`config.mk`:
```
export PLATFORM = sky130hd
export DESIGN_NAME = shift_arbiter
export DESIGN_NICKNAME = d
export VERILOG_FILES = /design/src/rtl/shift_arb_pkg.sv /design/src/rtl/rr_grant.sv /design/src/rtl/shift_arbiter.sv
export SDC_FILE = /design/constraint.sdc
export NUM_CORES = 1
export LEC_CHECK = 0
export ABC_CLOCK_PERIOD_IN_PS = 5200
export BUFFER_PORTS_ARGS = -buffer_cell sky130_fd_sc_hd__buf_2
export CAP_MARGIN = 40
export CORE_ASPECT_RATIO = 0.7
export CORE_UTILIZATION = 40
export CTS_BUF_LIST = sky130_fd_sc_hd__clkbuf_2 sky130_fd_sc_hd__clkbuf_4 sky130_fd_sc_hd__clkbuf_8
export DETAILED_ROUTE_END_ITERATION = 16
export PLACE_DENSITY = 0.75
export SYNTH_ARGS = -nofsm -noshare
export SYNTH_HDL_FRONTEND = slang
export SYNTH_SLANG_ARGS = --single-unit
```
`constraint.sdc`:
```
create_clock -name clk -period 5.2 [get_ports clk]
set_clock_uncertainty 0.2 [all_clocks]
set_input_delay 1.04 -clock clk [delete_from_list [all_inputs] [get_ports clk]]
set_output_delay 1.04 -clock clk [all_outputs]
set_load 0.01 [all_outputs]
```
`src/rtl/shift_arb_pkg.sv`:
```
// Shared types and constants for the shift_arbiter block.
package shift_arb_pkg;

    typedef enum logic {EMPTY, FULL} state_t;

    localparam int DATA_W  = 8;
    localparam int SHAMT_W = 3;

endpackage

```
`src/rtl/rr_grant.sv`:
```
// Combinational round-robin picker: first valid index scanning ptr, ptr+1, ... modulo NREQ.
module rr_grant #(
    parameter int NREQ = 4,
    parameter int IDW  = $clog2(NREQ)
) (
    input  logic [NREQ-1:0] valid,
    input  logic [IDW-1:0]  ptr,
    output logic [NREQ-1:0] grant,
    output logic [IDW-1:0]  idx,
    output logic            any
);

    function automatic logic [IDW-1:0] wrap_idx(input logic [IDW-1:0] p, input int k);
        int j;
        j = int'(p) + k;
        if (j >= NREQ) j = j - NREQ;
        return IDW'(j);
    endfunction

    // NOTE: every output gets a default first so no path through the block infers a latch.
    always_comb begin
        grant = '0;
        idx   = '0;
        any   = 1'b0;
        for (int k = 0; k < NREQ; k++) begin
            if (!any && valid[wrap_idx(ptr, k)]) begin
                any                    = 1'b1;
                grant[wrap_idx(ptr, k)] = 1'b1;
                idx                    = wrap_idx(ptr, k);
            end
        end
    end

endmodule

```
`src/rtl/shift_arbiter.sv`:
```
// Round-robin arbiter sharing one 8-bit zero-fill right shifter among NREQ requesters,
// with a single-entry tagged result register.
module shift_arbiter
    import shift_arb_pkg::*;
#(
    parameter  int NREQ = 4,
    localparam int IDW  = $clog2(NREQ)
) (
    input  logic                      clk,
    input  logic                      rst,
    input  logic [NREQ-1:0]           req_valid,
    output logic [NREQ-1:0]           req_ready,
    input  logic [NREQ*DATA_W-1:0]    req_data,
    input  logic [NREQ*SHAMT_W-1:0]   req_shift,
    output logic                      rsp_valid,
    input  logic                      rsp_ready,
    output logic [DATA_W-1:0]         rsp_data,
    output logic [IDW-1:0]            rsp_id
);

    function automatic logic [DATA_W-1:0] shr(input logic [DATA_W-1:0] d,
                                              input logic [SHAMT_W-1:0] s);
        return d >> s;
    endfunction

    state_t               state;
    logic [IDW-1:0]       ptr;
    logic [NREQ-1:0]      grant;
    logic [IDW-1:0]       grant_idx;
    logic                 grant_any;
    logic                 can_acc;
    logic                 accept;
    logic [DATA_W-1:0]    sel_data;
    logic [SHAMT_W-1:0]   sel_shift;

    rr_grant #(.NREQ(NREQ), .IDW(IDW)) u_rr_grant (
        .valid (req_valid),
        .ptr   (ptr),
        .grant (grant),
        .idx   (grant_idx),
        .any   (grant_any)
    );

    // A full register can take a new result only in the cycle its current one drains.
    assign can_acc   = (state == EMPTY) || rsp_ready;
    assign accept    = can_acc && grant_any;
    assign req_ready = can_acc ? grant : '0;

    always_comb begin
        sel_data  = '0;
        sel_shift = '0;
        for (int i = 0; i < NREQ; i++) begin
            if (grant[i]) begin
                sel_data  = req_data[i*DATA_W +: DATA_W];
                sel_shift = req_shift[i*SHAMT_W +: SHAMT_W];
            end
        end
    end

    // NOTE: sequential state uses non-blocking assignments so every register samples pre-edge values.
    always_ff @(posedge clk or posedge rst) begin
        if (rst) begin
            state     <= EMPTY;
            rsp_valid <= 1'b0;
            rsp_data  <= '0;
            rsp_id    <= '0;
            ptr       <= '0;
        end else if (accept) begin
            state     <= FULL;
            rsp_valid <= 1'b1;
            rsp_data  <= shr(sel_data, sel_shift);
            rsp_id    <= grant_idx;
            ptr       <= (grant_idx == IDW'(NREQ - 1)) ? '0 : grant_idx + IDW'(1);
        end else if (state == FULL && rsp_ready) begin
            state     <= EMPTY;
            rsp_valid <= 1'b0;
        end
    end

endmodule

```
==> metrics, run 1 <==
Routed WL 4380 um; hold path cells 2; Final period util 91.8%; antenna cells 0; outcome complete, no violations; multi-input logic area 1130 um2; first-pass GRT wire length roughly 7300 um; layout cell share with drive strength beyond 1 36.9%; DR DRC count 0; number of routed nets with antenna violations 0; Num CTS Buffers 3; setup TNS 0 ns; hold_buf cts 0; die width between 70 and 80 um; dpl hpwl 3500 um; worst hold endpoint rsp_data[6]; headroom to the max-slew limit 56.4%; clock buffer depth 2; worst r2r path cells 11; RSZ-0062 raised after global routing no; r2r startpoint ptr[1]; Reg area roughly 330 um2; clock root buffer master clkbuf_8; Synth cell types 42; TritonCTS clock tree built; Initial Util between 40% and 50%; number of post-CTS setup repair buffers 0; CP max FO 12; DIE HEIGHT 54.1 um; Worst setup EP type register; post-synthesis sequential area ratio between 20% and 30%; Cells after Synth 184; YS warnings 0; Largest stage delay, worst path 0.61 ns; Setup violations, final 0; Cell Rows 18; max-cap violation count 0; port bufs 65; Cell Area, Synth 1550 um2; Worst-Skew Late Latency 0.24 ns; commonest non-fill, non-tap cell in the layout buf_2; PostCTS Resize Cnt 0; Worst-path clk slew 0.05 ns; R2R Setup Slk 0.42 ns; WS Path Type register to register; Die ar. 4140 um2; Worst EP arrival 4.70 ns; worst slew pin tran 0.652 ns; via count between 1,500 and 2,000; First DRT Iteration DRCs 86; routability cong. about 0.94; Final nets 303; fillers around 350; core area 3630 um2; Synth async-reset ratio 100%; DR vias/cell 5.83; Synth Flop Type dfrtp_1; most frequent cells in the layout 65 x buf_2, 20 x nand2_1, 14 x nor2_1; Pre-Repair DR Iteration Count 5; FMAX ~0.21 GHz; Worst Hold Class register to register; crit path buf inv count 1; crit-path leading delay family multiplexers; number of flops mapped to enable cells by yosys 0; vias in the first global route 1,450; routed length per instance 14.9 um; largest net degree at the start of global routing 17; grt ovf 0; critical path launch point type register; all-layer global routing usage 22.6%; CP Data Required Time between 5 and 6 ns; Mapped Nets 242; Area Growth Syn to Fin 25.9%; CTS Sinks 13; FF+latch count, synth 13; mean post-synth cell area roughly 8.4 um2; I/O pin total between 60 and 70; CP max stage cell dfrtp_1; initial antenna violation count 0; crit-path cells inv_1, ha_1, mux4_2, a21oi_1, a21oi_1, a21o_1, a221oi_1, or2_1, mux2_4, mux4_2, mux2_2; shortest period the worst path allows around 4.8 ns; Core Util, Final 53.9%; Slew Limit Fails 0; FF-to-FF End rsp_data[1]; min-delay src rsp_data[6]; endpoints failing hold 0; H-Tree Level Count 1
==> state kept, by name (all words and copies together) (netlist names), named ones only <==
name,cells
rsp_id,2
ptr,1
state,1
rsp_data,8
==> cells by family (layout without fill, tap and decap cells) <==
family	after synthesis	in the layout	share of synthesized area [%]
DFF	13	13	21.0
adders and majority gates	7	7	5.64
muxes	14	14	13.6
AOI/OAI and AO/OA	67	67	32.7
xor gates and xnor gates	1	1	0.564
buffers and inverters	21	81	6.37
and+or+nand+nor	61	61	20.1
==> cell type report <==
class                      instances  area share [%]
clock buffer                       4            2.50
timing repair buffer              70            18.6
multi-input combinational        150            57.7
inverter                           7            1.34
sequential                        13            16.6
tap                               50            3.20
==> worst max path at each step <==
stage	start	endpoint	slack, ns	cells past startpoint
after floorplan	req_valid[3]	rsp_data[1]	0.97	11
after global placement	req_valid[3]	rsp_data[1]	0.57	9
after detailed placement	req_valid[3]	rsp_data[1]	0.42	10
after CTS	ptr[1]	rsp_data[1]	0.49	11
after global routing	ptr[1]	rsp_data[1]	0.17	11
final	ptr[1]	rsp_data[1]	0.42	11
==> synth_stat cells, types with 3 or more instances <==
cell type,instances,area [um2]
o221ai_1,7,61.3
o21ai_0,11,55.1
mux4_2,5,113
a221o_1,8,80.1
ha_1,7,87.6
buf_2,4,20.0
nand3b_1,4,30.0
nor2b_1,4,25.0
a221oi_1,3,26.3
nor2_1,14,52.6
o221a_2,3,33.8
nand2_1,20,75.1
inv_1,7,26.3
clkbuf_1,8,30.0
nand3_1,5,25.0
a21oi_1,10,50.1
dfrtp_1,13,325
o22ai_1,4,25.0
mux2i_1,5,50.1
mux2_2,3,33.8
o211ai_1,7,52.6
==> worst min-delay path, delay by kind of cell (launching register included) <==
kind | cells | cell delay, ns
AND/OR/NAND/NOR | 2 | 0.10
flip-flops | 1 | 0.33
==> through the flow <==
stage	hold slack (ns)	cell area (um2)	instances	setup slack (ns)
after floorplan	0.307	1550	184	0.968
after global placement	0.247	1910	290	0.575
after detailed placement	0.254	1910	290	0.422
after CTS	0.266	1950	294	0.486
after global routing	0.295	1950	294	0.167
final	0.258	1950	294	0.425
==> routing by layer <==
layer / up-vias / routed length (um) / track usage (%)
met5: - / 0 / 0
met4: 0 / 50 / 8.01
met3: 6 / 353 / 3.39
met2: 93 / 1870 / 33.5
met1: 774 / 2110 / 33.3
li1: 842 / - / -
Power of run 1 is not shown: default switching activity piles up to over one toggle a cycle in this logic, so the estimate is an artifact.
==> run 2: changes to the inputs <==
--- a/config.mk
+++ b/config.mk
@@ -8,11 +8,13 @@
 export ABC_CLOCK_PERIOD_IN_PS = 5200
 export BUFFER_PORTS_ARGS = -buffer_cell sky130_fd_sc_hd__buf_2
 export CAP_MARGIN = 40
+export CELL_PAD_IN_SITES_DETAIL_PLACEMENT = 2
+export CELL_PAD_IN_SITES_GLOBAL_PLACEMENT = 2
 export CORE_ASPECT_RATIO = 0.7
-export CORE_UTILIZATION = 40
+export CORE_UTILIZATION = 27
 export CTS_BUF_LIST = sky130_fd_sc_hd__clkbuf_2 sky130_fd_sc_hd__clkbuf_4 sky130_fd_sc_hd__clkbuf_8
 export DETAILED_ROUTE_END_ITERATION = 16
-export PLACE_DENSITY = 0.75
+export PLACE_DENSITY = 0.87
 export SYNTH_ARGS = -nofsm -noshare
 export SYNTH_HDL_FRONTEND = slang
 export SYNTH_SLANG_ARGS = --single-unit
==> run 2 against run 1 <==
Against the previous run: maximum frequency down 1.4%; die area up 46%; critical endpoint unchanged; via count up 3.0%; largest cell class unchanged.
==> metrics, run 2 (synthesis results as in run 1) <==
outcome complete, no violations (unchanged); FMAX 0.207 GHz (was 0.209 GHz); largest net degree at the start of global routing 17 (unchanged); worst slew pin tran 0.769 ns (was 0.652 ns); critical path launch point type register (unchanged); via count 1,766 (was 1,715); CP max FO 12 (unchanged); TritonCTS clock tree built (unchanged); Worst-Skew Late Latency 0.25 ns (was 0.24 ns); commonest non-fill, non-tap cell in the layout buf_2 (unchanged); worst hold endpoint rsp_data[6] (unchanged); Top reg by flops rsp_data (unchanged); worst r2r path cells 11 (unchanged); Worst-path clk slew 0.06 ns (was 0.05 ns); antenna cells 0 (unchanged); PostCTS Resize Cnt 0 (unchanged); DR DRC count 0 (unchanged); Worst setup EP type register (unchanged); Num CTS Buffers 3 (unchanged); clock root buffer master clkbuf_8 (unchanged); all-layer global routing usage 19.2% (was 22.6%); Final period util 93.1% (was 91.8%); number of routed nets with antenna violations 0 (unchanged); hold_buf cts 0 (unchanged); DIE HEIGHT 65.4 um (was 54.1 um); CP Data Required Time 5.13 ns (was 5.12 ns); H-Tree Level Count 1 (unchanged); Regs by FF count rsp_data x8, rsp_id x2 (unchanged); endpoints failing hold 0 (unchanged); hold path cells 2 (unchanged); grt ovf 0 (unchanged); First DRT Iteration DRCs 29 (was 86); Initial Util 28.8% (was 42.8%); die width 92.6 um (was 76.5 um); Pre-Repair DR Iteration Count 4 (was 5); port bufs 65 (unchanged); Setup violations, final 0 (unchanged); final setup margin 0.358 ns (was 0.425 ns); CTS Sinks 13 (unchanged); R2R Setup Slk 0.36 ns (was 0.42 ns); Routed WL 5660 um (was 4380 um); Slew Limit Fails 0 (unchanged); core area 5400 um2 (was 3630 um2); Largest register FFs 8 (unchanged); min-delay src rsp_data[6] (unchanged); WS Path Type register to register (unchanged); fillers 662 (was 349); FF-to-FF End rsp_data[1] (unchanged); first-pass GRT wire length 9140 um (was 7280 um); Core Util, Final 36.8% (was 53.9%); worst hold slack 0.260 ns (was 0.258 ns); routed length per instance 17.9 um (was 14.9 um); shortest period the worst path allows 4.84 ns (was 4.78 ns); I/O pin total 66 (unchanged); setup TNS 0 ns (unchanged); Final nets 304 (was 303); Area Growth Syn to Fin 28.0% (was 25.9%); r2r startpoint ptr[1] (unchanged); Worst EP arrival 4.78 ns (was 4.70 ns); vias in the first global route 1,836 (was 1,450); Worst Hold Class register to register (unchanged); dpl ws 0.322 ns (was 0.422 ns); headroom to the max-slew limit 48.7% (was 56.4%); routability cong. 0.818 (was 0.940); clock buffer depth 2 (unchanged); dpl hpwl 4680 um (was 3500 um); DR vias/cell 5.57 (was 5.83); layout cell share with drive strength beyond 1 37.1% (was 36.9%); RSZ-0062 raised after global routing no (unchanged); initial antenna violation count 0 (unchanged); Cell Rows 22 (was 18); number of post-CTS setup repair buffers 0 (unchanged); Die ar. 6060 um2 (was 4140 um2); max-cap violation count 0 (unchanged); most frequent cells in the layout 65 x buf_2, 20 x nand2_1, 14 x nor2_1 (unchanged)
==> run 2: final cells by class <==
cell class                 instances  area (um2)  area share (%)
multi-input combinational        150        1130            56.8
timing repair buffer              71         370            18.6
sequential                        13         325            16.4
tap                               72        90.1            4.53
clock buffer                       3        41.3            2.08
inverter                           7        26.3            1.32
clock inverter                     1        5.00           0.252
==> run 2: through the flow <==
step	cell area, um2	cells
6_report	1990	317
3_3_place_gp	1940	313
4_1_cts	1990	317
5_1_grt	1990	317
2_1_floorplan	1550	184
3_5_place_dp	1940	313
==> run 2: routing by layer <==
layer | vias up | global-route usage [%] | wire, um
met1 | 873 | 26.5 | 2840
met2 | 53 | 31.4 | 2480
li1 | 837 | - | -
met4 | 0 | 4.42 | 46
met5 | - | 0 | 0
met3 | 3 | 3.13 | 295
==> run 2: how the worst max path moves through the flow <==
stage                       startpoint     endpoint  slack, ns
final                           ptr[1]  rsp_data[1]       0.36
after global routing            ptr[1]  rsp_data[1]       0.13
after CTS                       ptr[1]  rsp_data[1]       0.41
after detailed placement  req_valid[3]  rsp_data[1]       0.32
after global placement    req_valid[3]  rsp_data[1]       0.52
after floorplan           req_valid[3]  rsp_data[1]       0.97
==> run 2: critical path: stages (launching register included) <==
cell and delay [ns]:
dfrtp_1 0.61, inv_1 0.21, ha_1 0.47, mux4_2 0.48, a21oi_1 0.19, a21oi_1 0.11
a21o_1 0.28, a221oi_1 0.67, or2_1 0.44, mux2_4 0.33, mux4_2 0.46, mux2_2 0.27
Power of run 2 is left out for the same reason.
